### config.mk
export PLATFORM = sky130hd
export DESIGN_NAME = row_store_sequencer
export DESIGN_NICKNAME = d
export VERILOG_FILES = /design/src/rtl/life_pkg.sv /design/src/rtl/row_store_sequencer_addr_calc.sv /design/src/rtl/row_store_sequencer.sv
export SDC_FILE = /design/constraint.sdc
export NUM_CORES = 2
export LEC_CHECK = 0
export ABC_CLOCK_PERIOD_IN_PS = 40200
export CAP_MARGIN = 10
export CORE_UTILIZATION = 25
export CTS_CLUSTER_DIAMETER = 40
export DETAILED_ROUTE_END_ITERATION = 6
export DONT_BUFFER_PORTS = 1
export SLEW_MARGIN = 20
export SYNTH_ARGS = -nofsm -noshare
export SYNTH_HDL_FRONTEND = slang
export SYNTH_SLANG_ARGS = --single-unit
### constraint.sdc
create_clock -name clkDiv -period 40.2 [get_ports clkDiv]
set_clock_uncertainty 0.15 [all_clocks]
set_input_delay 6.03 -clock clkDiv [delete_from_list [all_inputs] [get_ports clkDiv]]
set_output_delay 6.03 -clock clkDiv [all_outputs]
set_load 0.005 [all_outputs]
### src/rtl/life_pkg.sv
// Shared Game-of-Life geometry and the row store sequencer state encoding.
package life_pkg;

    localparam int COLUMNS       = 640;
    localparam int ROWS          = 480;
    localparam int ROW_WORDS     = 40;
    localparam int WORD_BITS     = 16;
    localparam int H_BLANK_START = 640;
    localparam int LINE_COLS     = 800;

    typedef enum logic [2:0] {
        IDLE   = 3'd0,
        WRITE  = 3'd1,
        READ   = 3'd2,
        DRAIN  = 3'd3,
        COMMIT = 3'd4
    } seqState_t;

endpackage

### src/rtl/row_store_sequencer_addr_calc.sv
// Wraps a scan line plus offset into 0..479 and forms the word address rowIdx*40 + wordIdx.
module row_addr_calc
    import life_pkg::*;
(
    input  logic [8:0]  baseRow,
    input  logic [8:0]  offset,
    input  logic [5:0]  wordIdx,
    output logic [14:0] addr
);

    logic [9:0] rowSum;
    logic [9:0] rowWrapped;
    logic [8:0] rowIdx;

    // Both operands are below 480, so one conditional subtract is enough.
    always_comb begin
        rowSum     = {1'b0, baseRow} + {1'b0, offset};
        rowWrapped = rowSum;
        if (rowSum >= 10'(ROWS)) begin
            rowWrapped = rowSum - 10'(ROWS);
        end
        rowIdx = rowWrapped[8:0];
        addr   = ({6'd0, rowIdx} << 5) + ({6'd0, rowIdx} << 3) + {9'd0, wordIdx};
    end

endmodule

### src/rtl/row_store_sequencer.sv
// Per-scan-line write-back and fetch of one Game-of-Life row during horizontal blanking.
module row_store_sequencer
    import life_pkg::*;
#(
    parameter int WRITE_OFFSET = 479,
    parameter int READ_OFFSET  = 2,
    parameter int PRIME_ROW0   = 490,
    parameter int PRIME_ROW1   = 491,
    parameter int DEADLINE_COL = 790
) (
    input  logic         clkDiv,
    input  logic         rst,
    input  logic [8:0]   row,
    input  logic [9:0]   column,
    input  logic [639:0] writeRow,
    output logic [639:0] readRow,
    output logic         reading,
    output logic [14:0]  memAddr,
    output logic [15:0]  memWData,
    output logic         memWe,
    output logic         memRe,
    input  logic [15:0]  memRData,
    output logic         busy,
    output logic         overrun
);

    localparam logic [9:0] hBlankCol   = 10'(H_BLANK_START);
    localparam logic [9:0] deadlineCol = 10'(DEADLINE_COL);
    localparam logic [8:0] wrOff       = 9'(WRITE_OFFSET);
    localparam logic [8:0] rdOff       = 9'(READ_OFFSET);
    localparam logic [8:0] prime0      = 9'(PRIME_ROW0);
    localparam logic [8:0] prime1      = 9'(PRIME_ROW1);
    localparam logic [8:0] rowLimit    = 9'(ROWS);
    localparam logic [5:0] lastWord    = 6'(ROW_WORDS - 1);

    seqState_t  state;
    logic [5:0] wordIdx;
    logic [8:0] baseRow;
    logic       primeRead;
    logic [8:0] offsetSel;
    logic [14:0] calcAddr;
    logic       startEvt;

    logic [639:0] writeBuf;
    logic [15:0]  staging [ROW_WORDS];
    logic [(ROW_WORDS-1)*WORD_BITS-1:0] stagingLow;

    assign startEvt = (column == hBlankCol);

    always_comb begin
        offsetSel = '0;
        if (state == WRITE) begin
            offsetSel = wrOff;
        end else if (!primeRead) begin
            offsetSel = rdOff;
        end
    end

    row_addr_calc uAddrCalc (
        .baseRow (baseRow),
        .offset  (offsetSel),
        .wordIdx (wordIdx),
        .addr    (calcAddr)
    );

    always_comb begin
        memWe    = (state == WRITE);
        memRe    = (state == READ);
        busy     = (state != IDLE);
        memAddr  = (memWe || memRe) ? calcAddr : '0;
        memWData = memWe ? writeBuf[{wordIdx, 4'b0000} +: 16] : '0;
    end

    genvar gi;
    generate
        for (gi = 0; gi < ROW_WORDS - 1; gi++) begin : gStage
            assign stagingLow[gi*WORD_BITS +: WORD_BITS] = staging[gi];
        end
    endgenerate

    always_ff @(posedge clkDiv or posedge rst) begin
        if (rst) begin
            state     <= IDLE;
            wordIdx   <= '0;
            baseRow   <= '0;
            primeRead <= 1'b0;
            reading   <= 1'b0;
            readRow   <= '0;
            overrun   <= 1'b0;
        end else begin
            if ((column == deadlineCol || startEvt) && state != IDLE) begin
                overrun <= 1'b1;
            end
            case (state)
                IDLE: begin
                    if (startEvt) begin
                        wordIdx <= '0;
                        if (row < rowLimit) begin
                            baseRow   <= row;
                            primeRead <= 1'b0;
                            reading   <= 1'b0;
                            state     <= WRITE;
                        end else if (row == prime0 || row == prime1) begin
                            baseRow   <= (row == prime0) ? 9'd0 : 9'd1;
                            primeRead <= 1'b1;
                            reading   <= 1'b0;
                            state     <= READ;
                        end
                    end
                end
                WRITE: begin
                    if (wordIdx == lastWord) begin
                        wordIdx <= '0;
                        state   <= READ;
                    end else begin
                        wordIdx <= wordIdx + 6'd1;
                    end
                end
                READ: begin
                    if (wordIdx == lastWord) begin
                        wordIdx <= '0;
                        state   <= DRAIN;
                    end else begin
                        wordIdx <= wordIdx + 6'd1;
                    end
                end
                DRAIN: begin
                    // Word 39 is forwarded straight from memRData so the new row
                    // and the reading edge are both visible in the COMMIT cycle.
                    readRow <= {memRData, stagingLow};
                    reading <= 1'b1;
                    state   <= COMMIT;
                end
                COMMIT: begin
                    state <= IDLE;
                end
                default: begin
                    state <= IDLE;
                end
            endcase
        end
    end

    always_ff @(posedge clkDiv) begin
        if (state == IDLE && startEvt && row < rowLimit) begin
            writeBuf <= writeRow;
        end
        if (state == READ && wordIdx != 6'd0) begin
            staging[wordIdx - 6'd1] <= memRData;
        end
        if (state == DRAIN) begin
            staging[lastWord] <= memRData;
        end
    end

endmodule

==> results.json <==
{
  "final_cell_mix": "nand2_1, edfxtp_1, dfrtp_1",
  "cp_cell_sequence": "nand2_1 > inv_1 > ha_1 > inv_1 > fa_1 > nor2b_4 > o31a_1 > o21ai_1 > xor2_1 > inv_1 > ha_1 > inv_1 > a22oi_1 > ha_1 > ha_1 > o21a_1 > o31ai_1 > a21oi_1 > a21oi_1 > nor3b_1",
  "ys_seq_area_frac": 0.786,
  "setup_tns_ns": 0,
  "insertion_delay_ns": 0.85,
  "synthAdderAreaFrac": 0.00574,
  "critPathSlowestCell": "dfrtp_1",
  "cts.path.max_buffers": 4,
  "syn2layout_area_growth_pct": 19.8,
  "cts_tree": "yes",
  "vias": 38600,
  "rrSetupSlack_ns": 33.85,
  "cp_data_required_time_ns": 34.02,
  "use_met1": 0.164,
  "synth_ff_type": "edfxtp_1",
  "synth-simple-area-share": 0.118,
  "hpwlAfterDp_um": 153000,
  "critPathMaxFanout": 9,
  "powerDensity_nw_per_um2": 73.3,
  "synth_top_area_frac": 0.547,
  "antenna_found_initial": 103,
  "synth.largest_area_cell": "edfxtp_1",
  "hold_viol": 0,
  "busiest_layer": "met2",
  "grtUsageMet3": 0.0537,
  "startpoint_type": "flip-flop",
  "dieHeight_um": 529,
  "post_cts_buffers": 0,
  "layoutNonFillerInstCount": 8721,
  "drt-total-wl_um": 224000,
  "track_usage": 0.155,
  "grt_pass1_wl_um": 305000,
  "drc": 0,
  "die_w_um": 529,
  "cts_root_buf": "clkbuf_16",
  "h-tree-depth": 5,
  "tightest_slew_ns": 1.15,
  "mostFrequentLayoutCell": "nand2_1",
  "slew_viol_final": 0,
  "overflow": 0,
  "io_pins": 1353,
  "critPathCaptureType": "output port",
  "syn_nets": 5332,
  "period_minus_slack_ns": 12.46,
  "async_flop_share": 0.343,
  "power_leakage_nw": 32.1,
  "synth_cell_types": 64,
  "muxShareOfSynthArea": 0.0662,
  "synthCells": 4625,
  "synth.area.top_cells": "edfxtp_1, dfrtp_1, nand2_1",
  "timing.max_cap.violations": 0,
  "synthXorXnorAreaFrac": 0.00152,
  "cts_made_buffers": 266,
  "place_inst": 8182,
  "ir_drop_uv": 51.7,
  "synth_edf_count": 1264,
  "fill_cells": 27200,
  "row_count": 192,
  "port_buffers": 0,
  "r2r_cells": 7,
  "reg2reg_to": "writeBuf[544]",
  "synth.cell_area_sq_um": 69300,
  "crit_type": "flip-flop to output port",
  "numClockSinks": 1925,
  "hold_path_end": "readRow[359]",
  "ys_ff_latch": 1925,
  "hold_path.class": "flip-flop to flip-flop",
  "utilization": 0.302,
  "dieArea_sq_um": 279000,
  "status": "finished clean",
  "place_congestion": 0.891,
  "dr.pass1.iters": 5,
  "fin_hold_ws_ns": 0.252,
  "r2r_start": "state[0]",
  "synth_top_family_by_area": "simple AND/OR/NAND/NOR gates",
  "cts.reportedPaths.clkPinSlew_ns": 0.05,
  "grt_setup_unrepaired": "false",
  "grt_use_met2": 0.267,
  "avgSynthCellArea_sq_um": 15.0,
  "cts_hold_buffers": 0,
  "drive_above_1_share": 0.153,
  "period_share": 0.310,
  "max_stage_delay_ns": 0.56,
  "setup_viol": 0,
  "ant_nets": 0,
  "fp.coreArea_sq_um": 275000,
  "cp.arrival_ns": 6.28,
  "wl_per_cell_um": 25.7,
  "multi_input_area_sq_um": 14100,
  "max_slew_margin": 0.233,
  "grt_pass1_vias": 38500,
  "routed_via_density": 4.43,
  "ctsResizeCount": 0,
  "hold_start": "staging[22][7]",
  "grt_max_degree": 211,
  "clock.fmax_mhz": 80.2,
  "hold-path-cell-count": 2,
  "synth_compound_area_frac": 0.00998,
  "yosys_warnings": 0,
  "start_util": 0.252,
  "final_nets": 5471,
  "area.sequential_sq_um": 54500,
  "drt_iter0_markers": 3329
}
## power by group
| part | switching, mW | total [mW] | internal (mW) |
|---|---|---|---|
| combinational | 0.596 | 0.987 | 0.392 |
| clock | 0.933 | 2.35 | 1.42 |
| sequential | 0.362 | 2.75 | 2.39 |
## how the worst max path moves through the flow
| stage | startpoint | endpoint | slack [ns] | cells after the start |
|---|---|---|---|---|
| after floorplan | rst | baseRow[0] | 15.50 | 1 |
| after global placement | column[0] | writeBuf[462] | 28.18 | 9 |
| after detailed placement | column[0] | writeBuf[512] | 27.98 | 9 |
| after CTS | state[0] | memAddr[14] | 27.65 | 20 |
| after global routing | state[0] | memAddr[14] | 27.26 | 20 |
| final | state[0] | memAddr[14] | 27.74 | 20 |
## cells by family after synthesis
kind of cell,Yosys count
simple gates,2118
mux,215
compound gates,99
flops,1925
fa+ha+maj,30
xor+xnor,12
buf+inv,226
## synthesized netlist by cell type (all sizes together), types with 8 or more instances
cell	number
nand2	1980
edfxtp	1264
dfrtp	661
mux4	193
clkbuf	163
nor2	72
buf	39
ha	27
inv	24
o21ai	20
a22oi	18
mux2	18
a21oi	14
nor3	10
nand3	9
a22o	8
xor2	8
## layer usage
layer	up-vias	wire length [um]
met5	-	150
met4	22	12600
met3	543	21800
met2	2076	113000
met1	19500	77300
li1	16500	-
## per-stage QoR
| step | worst slack (ns) | cell area, sq um | total power [mW] |
|---|---|---|---|
| floorplan | 15.50 | 69300 | 3.29 |
| global placement | 28.18 | 73900 | 3.78 |
| detailed placement | 27.98 | 73900 | 3.81 |
| CTS | 27.65 | 82900 | 6.17 |
| global route | 27.26 | 83000 | 6.35 |
| finish | 27.74 | 83000 | 6.09 |
## state kept, by name (all words and copies together), names as in the netlist
| signal | cells |
|---|---|
| baseRow | 9 |
| readRow | 640 |
| writeBuf | 640 |
| primeRead | 1 |
| overrun | 1 |
| wordIdx | 6 |
| staging | 624 |
| reading | 1 |
| state | 3 |
## worst max-delay path, delay by kind of cell, from the launching register on
kind | cells | cell delay, ns
xor gates and xnor gates | 1 | 0.51
adders and majority gates | 5 | 1.74
buffers and inverters | 4 | 0.74
AOI/OAI and AO/OA | 7 | 1.06
and+or+nand+nor | 3 | 0.82
DFF | 1 | 0.56
## layout make-up
| cell class | instances | area share |
|---|---|---|
| antenna | 55 | 0.00166 |
| timing repair buffer | 73 | 0.00753 |
| clock inverter | 173 | 0.0241 |
| inverter | 24 | 0.00127 |
| clock buffer | 311 | 0.0843 |
| tap | 3686 | 0.0555 |
| multi-input combinational | 2474 | 0.169 |
| sequential | 1925 | 0.656 |
Note: power is estimated with default switching activity, not from simulation.
